File: src/rtl/exec_ctrl_seq.sv
// exec_ctrl_seq
// Sequential execute-stage controller for the multicycle processor. Takes one
// opcode per valid/ready handshake from decode, drives the ALU operand/op
// selects, memory strobes and write enables, waits on memory with a timeout,
// then hands the retired instruction to writeback. Supports squash (flush)
// and a sticky halt.
//
// Ports
//   clock, resetn        rising-edge clock, asynchronous active-low reset
//   in_valid/in_ready    decode handshake (in_ready only in IDLE)
//   instr                opcode
//   flush                squash the current instruction
//   mem_ack              memory completes the access this cycle
//   out_ready/out_valid  writeback handshake
//   mem_read/mem_write   load/store request, held through MEM
//   mdr_load             capture read data on the load ack cycle
//   flag_write           flag update, ALU ops, EXEC cycle
//   alu_out_write        ALU result write, ALU ops, EXEC cycle
//   ir3_load             handoff pulse to IR3
//   alu1, alu_2, alu_op  ALU A mux, B mux and operation
//   halted, mem_err      sticky status flags
//
// state | meaning
// ------+-------------------------------------------------------------
// IDLE  | waiting for an opcode; in_ready high
// EXEC  | single ALU/branch cycle; write enables for ALU ops
// MEM   | load/store strobe held until mem_ack or timeout
// HAND  | out_valid high until writeback takes it
// HALT  | stop executed; sticky until resetn

module exec_ctrl_seq #(
    parameter int OPW         = 4,
    parameter int MEM_TIMEOUT = 15,
    parameter int CW          = 4
) (
    input  logic           clock,
    input  logic           resetn,
    input  logic           in_valid,
    output logic           in_ready,
    input  logic [OPW-1:0] instr,
    input  logic           flush,
    input  logic           mem_ack,
    input  logic           out_ready,
    output logic           out_valid,
    output logic           mem_read,
    output logic           mem_write,
    output logic           mdr_load,
    output logic           flag_write,
    output logic           alu_out_write,
    output logic           ir3_load,
    output logic [1:0]     alu1,
    output logic [2:0]     alu_2,
    output logic [2:0]     alu_op,
    output logic           halted,
    output logic           mem_err
);

    typedef enum logic [2:0] {
        S_IDLE,
        S_EXEC,
        S_MEM,
        S_HAND,
        S_HALT
    } state_t;

    // Decoded view of an opcode; latched at acceptance so later states only
    // need to look at the stored selects.
    typedef struct packed {
        logic       ld;
        logic       st;
        logic       alu;
        logic [1:0] a1;
        logic [2:0] a2;
        logic [2:0] op;
    } dec_t;

    localparam logic [CW-1:0] TMO_LAST = CW'(MEM_TIMEOUT - 1);

    function automatic dec_t decode(input logic [OPW-1:0] o);
        dec_t       d;
        logic [3:0] lo;
        d    = '0;
        d.a1 = 2'b01;
        lo   = o[3:0];
        // Any set bit above [3:0] makes the opcode unknown: default selects.
        if ((o >> 4) == '0) begin
            if (lo[2:0] == 3'd3) begin
                d.a2  = 3'b100;
                d.op  = 3'b100;
                d.alu = 1'b1;
            end else if (lo[2:0] == 3'd7) begin
                d.a2  = 3'b011;
                d.op  = 3'b010;
                d.alu = 1'b1;
            end else begin
                case (lo)
                    4'd4: d.alu = 1'b1;
                    4'd6: begin
                        d.op  = 3'b001;
                        d.alu = 1'b1;
                    end
                    4'd8: begin
                        d.op  = 3'b011;
                        d.alu = 1'b1;
                    end
                    4'd0: begin
                        d.ld = 1'b1;
                        d.op = 3'b010;
                    end
                    4'd2: begin
                        d.st = 1'b1;
                        d.op = 3'b010;
                    end
                    4'd10, 4'd5, 4'd9, 4'd13: begin
                        d.a1 = 2'b00;
                        d.a2 = 3'b010;
                    end
                    default: ;
                endcase
            end
        end
        return d;
    endfunction

    state_t        state, state_nxt;
    dec_t          dec_q, dec_nxt, dec_in;
    logic [CW-1:0] cnt, cnt_nxt;
    logic          flush_pend, fp_nxt;
    logic          err_nxt;
    logic          squash;
    logic          stop_in;

    assign dec_in  = decode(instr);
    assign stop_in = (instr == OPW'(1));

    always_ff @(posedge clock or negedge resetn) begin
        if (!resetn) begin
            state      <= S_IDLE;
            dec_q      <= '0;
            cnt        <= '0;
            flush_pend <= 1'b0;
            mem_err    <= 1'b0;
        end else begin
            state      <= state_nxt;
            dec_q      <= dec_nxt;
            cnt        <= cnt_nxt;
            flush_pend <= fp_nxt;
            mem_err    <= err_nxt;
        end
    end

    always_comb begin
        state_nxt     = state;
        dec_nxt       = dec_q;
        cnt_nxt       = cnt;
        fp_nxt        = flush_pend;
        err_nxt       = mem_err;
        squash        = 1'b0;
        in_ready      = 1'b0;
        out_valid     = 1'b0;
        mem_read      = 1'b0;
        mem_write     = 1'b0;
        mdr_load      = 1'b0;
        flag_write    = 1'b0;
        alu_out_write = 1'b0;
        ir3_load      = 1'b0;
        halted        = 1'b0;
        alu1          = 2'b01;
        alu_2         = 3'b000;
        alu_op        = 3'b000;

        case (state)
            S_IDLE: begin
                in_ready = 1'b1;
                // A flush in the acceptance cycle squashes the incoming opcode.
                if (in_valid && !flush) begin
                    dec_nxt = dec_in;
                    if (stop_in) begin
                        state_nxt = S_HALT;
                    end else if (dec_in.ld || dec_in.st) begin
                        state_nxt = S_MEM;
                        cnt_nxt   = '0;
                        fp_nxt    = 1'b0;
                    end else begin
                        state_nxt = S_EXEC;
                    end
                end
            end

            S_EXEC: begin
                alu1   = dec_q.a1;
                alu_2  = dec_q.a2;
                alu_op = dec_q.op;
                if (flush) begin
                    state_nxt = S_IDLE;
                end else begin
                    alu_out_write = dec_q.alu;
                    flag_write    = dec_q.alu;
                    state_nxt     = S_HAND;
                end
            end

            S_MEM: begin
                alu1      = dec_q.a1;
                alu_2     = dec_q.a2;
                alu_op    = dec_q.op;
                mem_read  = dec_q.ld;
                mem_write = dec_q.st;
                // The access always runs to completion; a flush only decides
                // whether the result is handed on afterwards.
                squash    = flush_pend | flush;
                if (mem_ack) begin
                    mdr_load  = dec_q.ld;
                    state_nxt = squash ? S_IDLE : S_HAND;
                    fp_nxt    = 1'b0;
                end else if (cnt == TMO_LAST) begin
                    err_nxt   = 1'b1;
                    state_nxt = squash ? S_IDLE : S_HAND;
                    fp_nxt    = 1'b0;
                end else begin
                    cnt_nxt = cnt + CW'(1);
                    fp_nxt  = squash;
                end
            end

            S_HAND: begin
                alu1      = dec_q.a1;
                alu_2     = dec_q.a2;
                alu_op    = dec_q.op;
                out_valid = 1'b1;
                if (flush) begin
                    state_nxt = S_IDLE;
                end else if (out_ready) begin
                    ir3_load  = 1'b1;
                    state_nxt = S_IDLE;
                end
            end

            S_HALT: begin
                halted = 1'b1;
            end

            default: state_nxt = S_IDLE;
        endcase
    end

endmodule

File: config.mk
export PLATFORM = sky130hd
export DESIGN_NAME = exec_ctrl_seq
export DESIGN_NICKNAME = d
export VERILOG_FILES = /design/src/rtl/exec_ctrl_seq.sv
export SDC_FILE = /design/constraint.sdc
export NUM_CORES = 1
export LEC_CHECK = 0
export ABC_AREA = 1
export CAP_MARGIN = 20
export CORE_ASPECT_RATIO = 0.9
export CORE_MARGIN = 1
export CORE_UTILIZATION = 53
export DETAILED_ROUTE_END_ITERATION = 10
export PLACE_DENSITY = 0.84
export SYNTH_ARGS = -nofsm -noshare
export SYNTH_HDL_FRONTEND = slang
export SYNTH_SLANG_ARGS = --single-unit
export TNS_END_PERCENT = 10
File: constraint.sdc
create_clock -name clock -period 3.17 [get_ports clock]
set_input_delay 0.7925 -clock clock [delete_from_list [all_inputs] [get_ports clock]]
set_output_delay 0.7925 -clock clock [all_outputs]
set_load 0.005 [all_outputs]
==> impl_metrics.env <==
export IMPL_antenna_found_initial=0
export IMPL_cap_violations=0
export IMPL_synth_flop_cell="dfrtp_1"
export IMPL_clk_latency_ps=290
export IMPL_cts_tree="built"
export IMPL_drv_slew=0
export IMPL_viasPerCell=5.10
export IMPL_die_x_microns=52.2
export IMPL_slowest_delay_ps=510
export IMPL_postCtsHoldBufs=0
export IMPL_fin_cells=220
export IMPL_pre_cts_slack_ps=233
export IMPL_worst_pin_slew_ps=798
export IMPL_synth_nets=183
export IMPL_rows=15
export IMPL_gp_congestion=0.931
export IMPL_synthesis_instances=171
export IMPL_yosysWarningCount=0
export IMPL_die_area_sq_um=2460
export IMPL_worst_setup_path_start_kind="primary input"
export IMPL_timing_hold_ws_ps=479
export IMPL_cts_htree_levels=1
export IMPL_clock_sinks=18
export IMPL_critPathTopFamily="buffers and inverters"
export IMPL_postCtsSetupBuffers=0
export IMPL_final_setup_tns_ps=0
export IMPL_crit_fanout=5
export IMPL_min_period_over_period_pct=92.8
export IMPL_synth_seq_cells=18
export IMPL_dp_cells=217
export IMPL_port_buffers=26
export IMPL_status="completed"
export IMPL_ir_drop_mv=0.438
export IMPL_antenna_left=0
export IMPL_core_area_sq_um=2030
export IMPL_overflow=0
export IMPL_n_antenna_cell=0
export IMPL_wl_per_cell_microns=11.3
export IMPL_num_vias=1122
export IMPL_critPathCaptureType="output pin"
export IMPL_period_needed_ps=2940
export IMPL_root_buffer="clkbuf_4"
export IMPL_synth_area_sq_um=1200
export IMPL_crit_chain="clkdlybuf4s50_1, nor2_1, nand3b_1, nor2_1, clkdlybuf4s50_1"
export IMPL_leakage_nw=0.775
export IMPL_clockBufferDepth=2
export IMPL_initialDrtViolationCount=31
export IMPL_layout_commonest_cell="nand2_1"
export IMPL_rsz0062_at_grt="false"
export IMPL_fin_nets=209
export IMPL_place_hpwl_mm=1.93
export IMPL_powerDensity_nw_per_um2=694
export IMPL_fin_ws_ps=229
export IMPL_worstSetupPathType="in2out"
export IMPL_cts_buffers=3
export IMPL_synthArstFlopShare_pct=100
export IMPL_clk_pin_slew_ps=100
export IMPL_maxSlewHeadroom_pct=46.6
export IMPL_grt_pass1_vias=1050
export IMPL_post_cts_resized=0
export IMPL_grt_max_degree=19
export IMPL_synth_edff_count=0
export IMPL_setup_viol=0
export IMPL_synth_cell_types=24
export IMPL_start_util_pct=59.2
export IMPL_cp_required_ps=2380
export IMPL_grtUsageTotal_pct=23.2
export IMPL_die_y_microns=47.1
export IMPL_syn_area_per_cell_sq_um=7.02
export IMPL_slowest_stage="clkdlybuf4s50_1"
export IMPL_finalClockSkew_ps=1.79
export IMPL_route_detailed_drc=0
export IMPL_fmax_mhz=340
export IMPL_final_layout_size_suffix_gt1_share_pct=9.74
export IMPL_drt_wl_total_mm=2.48
export IMPL_firstDrtPassIters=4
export IMPL_ios=28
export IMPL_hold_class="reg2reg"
export IMPL_crit_buf_inv=2
export IMPL_crit_arrival_ps=2150
export IMPL_area_delta_synth_final_pct=22.4
export IMPL_yosysSeqAreaShare_pct=37.5
export IMPL_grt_pass1_wl_mm=4.20
export IMPL_most_common_layout_cells="nand2_1 (46), clkdlybuf4s50_1 (26), inv_1 (25)"
export IMPL_hold_viol_final=0
## cell families after synthesis
group	share of synthesized area, %
adders and majority gates	2.09
buffers and inverters	12.8
AOI/OAI and AO/OA	6.47
DFF	37.5
other	0.313
xor gates and xnor gates	0.730
and+or+nand+nor	40.0
## power by group
group	internal, mW	switching, mW
clock	0.0441	0.0682
sequential	0.302	0.0614
combinational	0.226	0.318
## cell usage after synthesis (2+ instances only)
cell | instances | area share (%)
o21ai_0 | 4 | 1.7
inv_2 | 4 | 1.3
nand2_4 | 4 | 3.8
nor2_4 | 2 | 1.9
ha_1 | 2 | 2.1
nor2_2 | 3 | 1.6
buf_4 | 3 | 1.9
o21ai_1 | 8 | 3.3
nand3_1 | 13 | 5.4
nand2_2 | 2 | 1.0
buf_6 | 2 | 1.9
dfrtp_1 | 18 | 38
a21oi_1 | 2 | 0.83
nand2_1 | 46 | 14
inv_1 | 25 | 7.8
nor2_1 | 23 | 7.2
nand4_1 | 3 | 1.6
## cell type report
class	count	area (sq um)
multi-input combinational	119	596
fill	161	558
sequential	18	450
timing repair buffer	26	260
inverter	29	109
tap	25	31.3
clock buffer	3	22.5
## flip-flops by register name, summed over array words and instances, names as in the netlist
register    cells
cnt             4
dec_q           9
flush_pend      1
mem_err         1
state           3
## worst paths after layout
| check | slack (ps) | end | cells after the start | startpoint |
|---|---|---|---|---|
| hold / removal | 480 | mem_err | 2 | mem_err |
| setup / recovery | 230 | flag_write | 5 | flush |
| hold reg to reg | 480 | mem_err | 2 | mem_err |
| setup reg to reg | 1790 | cnt[2] | 8 | cnt[0] |
| min in group asynchronous | 960 | dec_q[1] | 1 | resetn |
| max in group asynchronous | 1720 | dec_q[4] | 1 | resetn |
## through the flow
| stage | area, sq um | power (mW) | util (%) |
|---|---|---|---|
| after floorplan | 1200 | 0.742 | - |
| final | 1470 | 1.02 | 72.5 |
| after detailed placement | 1450 | 0.911 | 71.4 |
| after global placement | 1450 | 0.896 | 71.4 |
| after global routing | 1470 | 1.11 | 72.5 |
| after CTS | 1470 | 1.02 | 72.5 |
## worst register-to-register path, cell delays in order, from the launching register on
cell and delay, ps:
dfrtp_1 450, inv_1 70, ha_1 200, nand3_1 120, nand3_1 130, nand2_4 130, nand2_4 60, nand2_1 50
nand2_1 60
## metal layers
metal | GRT usage [%] | vias to the layer above | part of all wire (%)
met5 | 0 | - | 0
met4 | 8.42 | 0 | 1.2
met3 | 1.94 | 4 | 3.3
met2 | 39.2 | 29 | 46
li1 | - | 573 | -
met1 | 31.8 | 516 | 50
No activity file was read; power rests on OpenSTA's default activity.
